## src/rtl/bcd_counter_pkg.sv

```systemverilog
// Shared types and constants for the BCD counter: digit width, decade limit,
// and the nibble sanitiser applied on parallel load.
package bcd_counter_pkg;

    localparam int BCD_W = 4;
    localparam logic [BCD_W-1:0] BCD_MAX = 4'd9;

    typedef logic [BCD_W-1:0] digit_t;

    // Non-decimal nibbles are loaded as zero so digits never leave 0..9.
    function automatic digit_t bcd_sanitize(input digit_t d);
        return (d > BCD_MAX) ? digit_t'(0) : d;
    endfunction

endpackage

```

## src/rtl/bcd_digit.sv

```systemverilog
// One decade of the BCD chain: holds a single 0..9 digit and propagates
// carry (counting up) or borrow (counting down) to the next decade.
module bcd_digit
    import bcd_counter_pkg::*;
(
    input  logic   clk,
    input  logic   rst,
    input  logic   step,
    input  logic   up,
    input  logic   cin,
    input  logic   load,
    input  digit_t load_d,
    input  logic   clear,
    output digit_t digit,
    output logic   cout
);

    digit_t digit_q;
    digit_t digit_d;

    always_comb begin
        digit_d = digit_q;
        if (clear) begin
            digit_d = '0;
        end else if (load) begin
            digit_d = bcd_sanitize(load_d);
        end else if (step && cin) begin
            if (up) begin
                digit_d = (digit_q == BCD_MAX) ? digit_t'(0) : digit_q + digit_t'(1);
            end else begin
                digit_d = (digit_q == digit_t'(0)) ? BCD_MAX : digit_q - digit_t'(1);
            end
        end
    end

    // Carry/borrow leaves this decade only when it is about to wrap.
    assign cout  = step && cin && (up ? (digit_q == BCD_MAX) : (digit_q == digit_t'(0)));
    assign digit = digit_q;

    always_ff @(posedge clk or posedge rst) begin
        if (rst) begin
            digit_q <= '0;
        end else begin
            digit_q <= digit_d;
        end
    end

endmodule

```

## src/rtl/bcd_counter.sv

```systemverilog
// Multi-decade BCD up/down counter with clock prescaler, synchronous clear
// and parallel load; tick/carry pulses align with the updated count.
module bcd_counter
    import bcd_counter_pkg::*;
#(
    parameter int DIGITS   = 4,
    parameter int PRESCALE = 50_000_000
) (
    input  logic                  clk,
    input  logic                  rst,
    input  logic                  en,
    input  logic                  up,
    input  logic                  clear,
    input  logic                  load,
    input  logic [4*DIGITS-1:0]   load_val,
    output logic [4*DIGITS-1:0]   count,
    output logic                  tick,
    output logic                  carry
);

    localparam int PS_W = (PRESCALE > 1) ? $clog2(PRESCALE) : 1;
    localparam logic [PS_W-1:0] PS_LAST = PS_W'(PRESCALE - 1);

    logic [PS_W-1:0] ps_q;
    logic [PS_W-1:0] ps_d;
    logic            tick_q;
    logic            tick_d;
    logic            carry_q;
    logic            carry_d;
    logic            step;
    logic            load_eff;
    logic [DIGITS:0] chain;

    // clear outranks load, and either one suppresses a coincident step.
    assign load_eff = load && !clear;
    assign step     = en && (ps_q == PS_LAST) && !clear && !load;
    assign chain[0] = step;

    always_comb begin
        ps_d    = ps_q;
        tick_d  = 1'b0;
        carry_d = 1'b0;
        if (clear || load) begin
            ps_d = '0;
        end else if (en) begin
            ps_d    = (ps_q == PS_LAST) ? '0 : ps_q + PS_W'(1);
            tick_d  = step;
            carry_d = chain[DIGITS];
        end
    end

    generate
        for (genvar gi = 0; gi < DIGITS; gi++) begin : g_digit
            digit_t digit_w;

            bcd_digit u_digit (
                .clk    (clk),
                .rst    (rst),
                .step   (step),
                .up     (up),
                .cin    (chain[gi]),
                .load   (load_eff),
                .load_d (load_val[gi*BCD_W +: BCD_W]),
                .clear  (clear),
                .digit  (digit_w),
                .cout   (chain[gi+1])
            );

            assign count[gi*BCD_W +: BCD_W] = digit_w;
        end
    endgenerate

    always_ff @(posedge clk or posedge rst) begin
        if (rst) begin
            ps_q    <= '0;
            tick_q  <= 1'b0;
            carry_q <= 1'b0;
        end else begin
            ps_q    <= ps_d;
            tick_q  <= tick_d;
            carry_q <= carry_d;
        end
    end

    assign tick  = tick_q;
    assign carry = carry_q;

endmodule

```

## config.mk

```make
export PLATFORM = sky130hd
export DESIGN_NAME = bcd_counter
export DESIGN_NICKNAME = d
export VERILOG_FILES = /design/src/rtl/bcd_counter_pkg.sv /design/src/rtl/bcd_digit.sv /design/src/rtl/bcd_counter.sv
export SDC_FILE = /design/constraint.sdc
export NUM_CORES = 1
export LEC_CHECK = 0
export CAP_MARGIN = 5
export CORE_UTILIZATION = 38
export DETAILED_ROUTE_END_ITERATION = 8
export PLACE_DENSITY = 0.67
export SYNTH_ARGS = -nofsm -noshare
export SYNTH_HDL_FRONTEND = slang
export SYNTH_HIERARCHICAL = 1
export SYNTH_SLANG_ARGS = --single-unit
```

## constraint.sdc

```tcl
create_clock -name clk -period 4.6 [get_ports clk]
set_input_delay 0.92 -clock clk [delete_from_list [all_inputs] [get_ports clk]]
set_output_delay 0.92 -clock clk [all_outputs]
set_load 0.05 [all_outputs]
```

Word level (Yosys, flattened, before mapping)
Index checks and enable logic that the tools add are counted.
{"block": "classes", "mux": 39, "addsub": 9, "n_eq_ne": 5, "order_cmp": 4, "reduce_logical": 23}
{"op": "$mux 4", "n": 28}
{"op": "$mux 26", "n": 3}
{"op": "$add 26x1->26 const B", "n": 1}
{"op": "$eq 26x26->1 const B", "n": 1}
{"op": "$add 4x1->4 const B", "n": 4}
{"op": "$eq 4x4->1 const B", "n": 4}
{"op": "$gt 4x4->1 const B", "n": 4}
{"op": "$logic_not 4->1", "n": 4}
{"op": "$sub 4x1->4 const B", "n": 4}
{"op": "$reduce_bool 3->1", "n": 4}
{"op": "$logic_and 1x1->1", "n": 11}
{"op": "$mux 1", "n": 8}
{"op": "$logic_not 1->1", "n": 2}
{"op": "$reduce_bool 2->1", "n": 1}
{"op": "$logic_or 1x1->1", "n": 1}
{"block": "word_totals", "regBits": 44, "output_inout_bits": 18, "word_cells": 87, "in_bits": 22}

Depth between registers and ports, before layout
{"block": "logic_depth", "depth_word": 13, "ltp_mapped": 15, "depth_no_buf": 15}

Hierarchy
The synthesis kept the hierarchy.
{"mod": "bcd_counter", "cells_per_inst": 180, "area_each_um2": 1640.3, "instances": 1, "seq_area_each_um2": 700.7}
{"mod": "bcd_digit", "cells_per_inst": 46, "area_each_um2": 369.1, "instances": 4, "seq_area_each_um2": 100.1}

Worst setup path before layout
No wires, ideal clock.
{"block": "synth_path", "kind": "register to register", "start": "register ps_q[0]", "end": "register g_digit[3].u_digit.digit_q[2]", "t_required_ns": 4.469, "n_path_buf": 0, "path_slack_ns": -0.333, "t_arrival_ns": 4.802, "setup_time_ns": 0.131, "stages_incl_launch_ff": 16, "synth_period_minus_slack_ns": 4.933, "path_cell_list": "dfrtp_1 ha_1 nand3_4 nor4_4 nand2_1 nor2_1 nand2_1 a2111oi_2 nand2_1 a2111oi_2 nand2_1 a2111oi_2 nand2_1 nand3b_1 a21oi_1 or3_1"}
{"block": "synth_between", "elab_chain_cells": 11}
{"item": "start: declaration", "line": "bcd_counter.sv:24", "source": "logic [PS_W-1:0] ps_q;"}
{"item": "start signal: assignment", "line": "bcd_counter.sv:79", "source": "ps_q <= ps_d;"}
{"item": "$eq 26x26->1", "line": "bcd_counter.sv:36", "source": "assign step = en && (ps_q == PS_LAST) && !clear && !load;"}
{"item": "$logic_and 1x1->1 (3 in a row)", "line": "bcd_counter.sv:36"}
{"item": "net chain[0]", "line": "bcd_counter.sv:32", "source": "logic [DIGITS:0] chain;"}
{"item": "$logic_and 1x1->1", "line": "bcd_digit.sv:37", "source": "assign cout = step && cin && (up ? (digit_q == BCD_MAX) : (digit_q == digit_t'(0)));"}
{"item": "net chain[1]", "line": "bcd_counter.sv:32"}
{"item": "$logic_and 1x1->1 (2 in a row)", "line": "bcd_digit.sv:37"}
{"item": "net chain[2]", "line": "bcd_counter.sv:32"}
{"item": "$logic_and 1x1->1 (2 in a row)", "line": "bcd_digit.sv:37"}
{"item": "net chain[3]", "line": "bcd_counter.sv:32"}
{"item": "$logic_and 1x1->1", "line": "bcd_digit.sv:27", "source": "end else if (step && cin) begin"}
{"item": "$reduce_bool 3->1 (no line)"}
{"item": "end signal: assignment", "line": "bcd_digit.sv:44", "source": "digit_q <= digit_d;"}
{"item": "end: declaration", "line": "bcd_digit.sv:18", "source": "digit_t digit_q;"}
The timed path passes the listed nets, and every way through them passes these cells.
A chain may end at the register's enable or synchronous reset.

Worst setup path in the final report
Ends and elaborated chain as after synthesis.

==> out/metrics.cfg <==
[outcome]
status=finished, final reports clean

[timing]
fmax_mhz=244.5
fin_setup_tns_ps=0
hold_viol=0
period_share_pct=88.91
fin_crit_ps=4090
setup_viol=0
slew_viol_final=0
fin_skew_ps=6.189
final.setup.worst_slack_ps=510.1
rsz0062_at_grt=false
slew_headroom_pct=28.85
worstMarginPinSlew_ps=1066

[hold_path]
hold_start=ps_q[14]$_DFFE_PP0P_
hold_class=flip-flop to flip-flop

[final_layout]
diodes=0
area_growth_pct=19.03
finalNetCount=428
seq_area_um2=1101
fillers=787
drive_gt1_share_pct=9.852
multi_input_area_um2=1847
finish.utilization_pct=47.27
fin_area_um2=3710

[setup_path]
path_cells=ha_1 > nand3_4 > nor4_4 > nand2_1 > nor2_2 > nand2_1 > a2111oi_2 > nand2_1 > a2111oi_2 > nand2_1 > a2111oi_4 > nand2_1 > nand3b_1 > a21oi_1 > or3_1
path_class=flip-flop to flip-flop
slowest_stage=nor4_4
path_max_fanout=7
crit_family=simple AND/OR/NAND/NOR gates
crit_start=ps_q[0]$_DFFE_PP0P_
cp.arrival_ps=4280
endpoint_kind=flip-flop
path_buf_inv=0
worst_ep_required_time_ps=4790
r2r_start=ps_q[0]$_DFFE_PP0P_
slowest_delay_ps=420
worstSetupStartpointType=flip-flop
path_common_cell=nand2_1

[routing]
drt_iter0_markers=164
wl_per_cell_um=15.28
routed_wl_mm=7.763
ant_nets=0
dr.pass1.iters=4
viasPerCell=5.907
vias=3001
drc_errors=0

[place]
numPortBuffers=39
finalWeightedCongestion=0.8914
place_area_um2=3603
hpwl_mm=5.496
post-place-ws_ps=227.5

[clocking]
cts_htree_levels=2
cts_setup_buffers=0
clock-root-buffer=clkbuf_8
tritoncts=yes
clk_latency_ps=300
cts_resized=0
cts_made_buffers=5
ctsHoldBuffers=0
cts.sinks=44
clockBufferDepth=2
clk_pin_slew_ps=90

[grt]
grt_max_degree=29
grt_pass1_wl_mm=13.14
grt.overflow.total=0
grtUsageTotal_pct=18.87
antenna_found_initial=0
first_global_vias=2778

[synthesis]
synth.net_count=387
ys_types=49
ys_seq_area_share_pct=35.33
syn-cell-area_um2=3117
synth_edf_count=0
synth_largest_area_cell=dfrtp_1
avgSynthCellArea_um2=8.562
ys_seq_elements=44
yosysTopAreaCellShare_pct=35.33
netlist_top_cells_area=dfrtp_1 35%, nand2_1 4.7%, a31oi_1 3.6%, nor2_1 3.5%, nand3_1 3.2%
ys_warn_count=6
synthArstFlopShare_pct=100.0
syn_inst=364
ys_dominant_reg_cell=dfrtp_1

[floorplan]
core_area_um2=7848
die_w_um=92.57
io_pins=40
dieArea_um2=8568
die_y_um=92.57
start_util_pct=39.72
std_cell_rows=32

[power]
p_per_area_nw_per_um2=215.2
ir_drop_v=0.00008762
p_total_uw=798.5
p_leak_nw=1.462

[run]
maxCapViolCount=0

==> metrics by stage <==
| step | instances | hold WS (ps) |
|---|---|---|
| 5_1_grt | 508 | 546.4 |
| 3_5_place_dp | 500 | 482.3 |
| 2_1_floorplan | 364 | 453.6 |
| 4_1_cts | 508 | 494.1 |
| 3_3_place_gp | 500 | 472.2 |
| 6_report | 508 | 497.9 |
==> worst paths after layout <==
kind                                                                end  slack (ps)  cells after the start
min in group asynchronous       g_digit[2].u_digit/digit[0]$_DFFE_PP0P_        1010                      2
worst min-delay path                               ps_q[14]$_DFFE_PP0P_         500                      1
worst min register to register                     ps_q[14]$_DFFE_PP0P_         500                      1
worst max register to register  g_digit[3].u_digit/digit[2]$_DFFE_PP0P_         510                     15
max in group asynchronous                          ps_q[20]$_DFFE_PP0P_        2540                      2
worst max-delay path            g_digit[3].u_digit/digit[2]$_DFFE_PP0P_         510                     15
==> kinds of logic after synthesis <==
logic type | share of synthesized area [%]
xor gates and xnor gates | 3.934
AOI/OAI and AO/OA | 22.04
DFF | 35.33
muxes | 0.3613
adders and majority gates | 0.4014
and+or+nand+nor | 32.04
buffers and inverters | 5.901
==> layer usage <==
metal	track usage, %	share of wire [%]	up-vias
li1	-	-	1459
met1	27.33	49	1427
met2	28.40	44	105
met3	3.284	5.6	10
met4	5.990	1.6	0
met5	0	0	-
==> power by group <==
part           internal (mW)  switching [mW]  total, mW  leakage (nW)
registers              0.392          0.0160      0.408         0.610
clock network          0.122           0.136      0.259        0.0445
logic                 0.0531          0.0783      0.131         0.808
==> synth_stat cells, types with 2 or more instances <==
library cell / count
a2111oi_2: 4
a211oi_1: 4
a21o_1: 6
a21oi_1: 15
a22o_1: 4
a22oi_1: 4
a311oi_1: 4
a31o_2: 4
a31oi_1: 18
a32oi_1: 3
and2_1: 2
and3_1: 4
and3_4: 4
buf_2: 2
buf_4: 2
buf_6: 6
clkbuf_1: 3
clkbuf_2: 4
dfrtp_1: 44
inv_1: 16
nand2_1: 39
nand2b_1: 3
nand3_1: 20
nand3b_1: 11
nand4_1: 10
nand4b_1: 2
nor2_1: 29
nor3_1: 16
nor4_4: 2
nor4b_1: 6
nor4bb_1: 5
o2111ai_1: 8
o211ai_1: 2
o21ai_0: 17
o31ai_1: 2
or3_1: 14
xnor2_1: 9
xor2_1: 5
==> state kept, by name, indices dropped and copies added, names as in the netlist <==
name and flops:
carry 1, g_digit.u_digit/digit 16, ps_q 26, tick 1
==> final cells by class <==
class	count	area share, %
multi-input combinational	287	49.78
sequential	44	29.68
timing repair buffer	51	12.95
tap	102	3.440
clock buffer	7	2.327
inverter	16	1.619
clock inverter	1	0.2024
==> cell usage in the layout, fill, tap and decap left out, drive strengths merged, types with 6 or more instances in the layout <==
| master | instances |
|---|---|
| nor3 | 16 |
| nand4 | 11 |
| nor2 | 29 |
| o21ai | 17 |
| clkbuf | 7 |
| a31oi | 18 |
| a21oi | 16 |
| o2111ai | 8 |
| and3 | 8 |
| xnor2 | 9 |
| nand3b | 11 |
| inv | 16 |
| buf | 12 |
| a21o | 6 |
| or3 | 14 |
| clkdlybuf4s50 | 39 |
| nand3 | 21 |
| nor4b | 6 |
| nand2 | 39 |
| dfrtp | 44 |
Power figures use the tool's default switching activity.
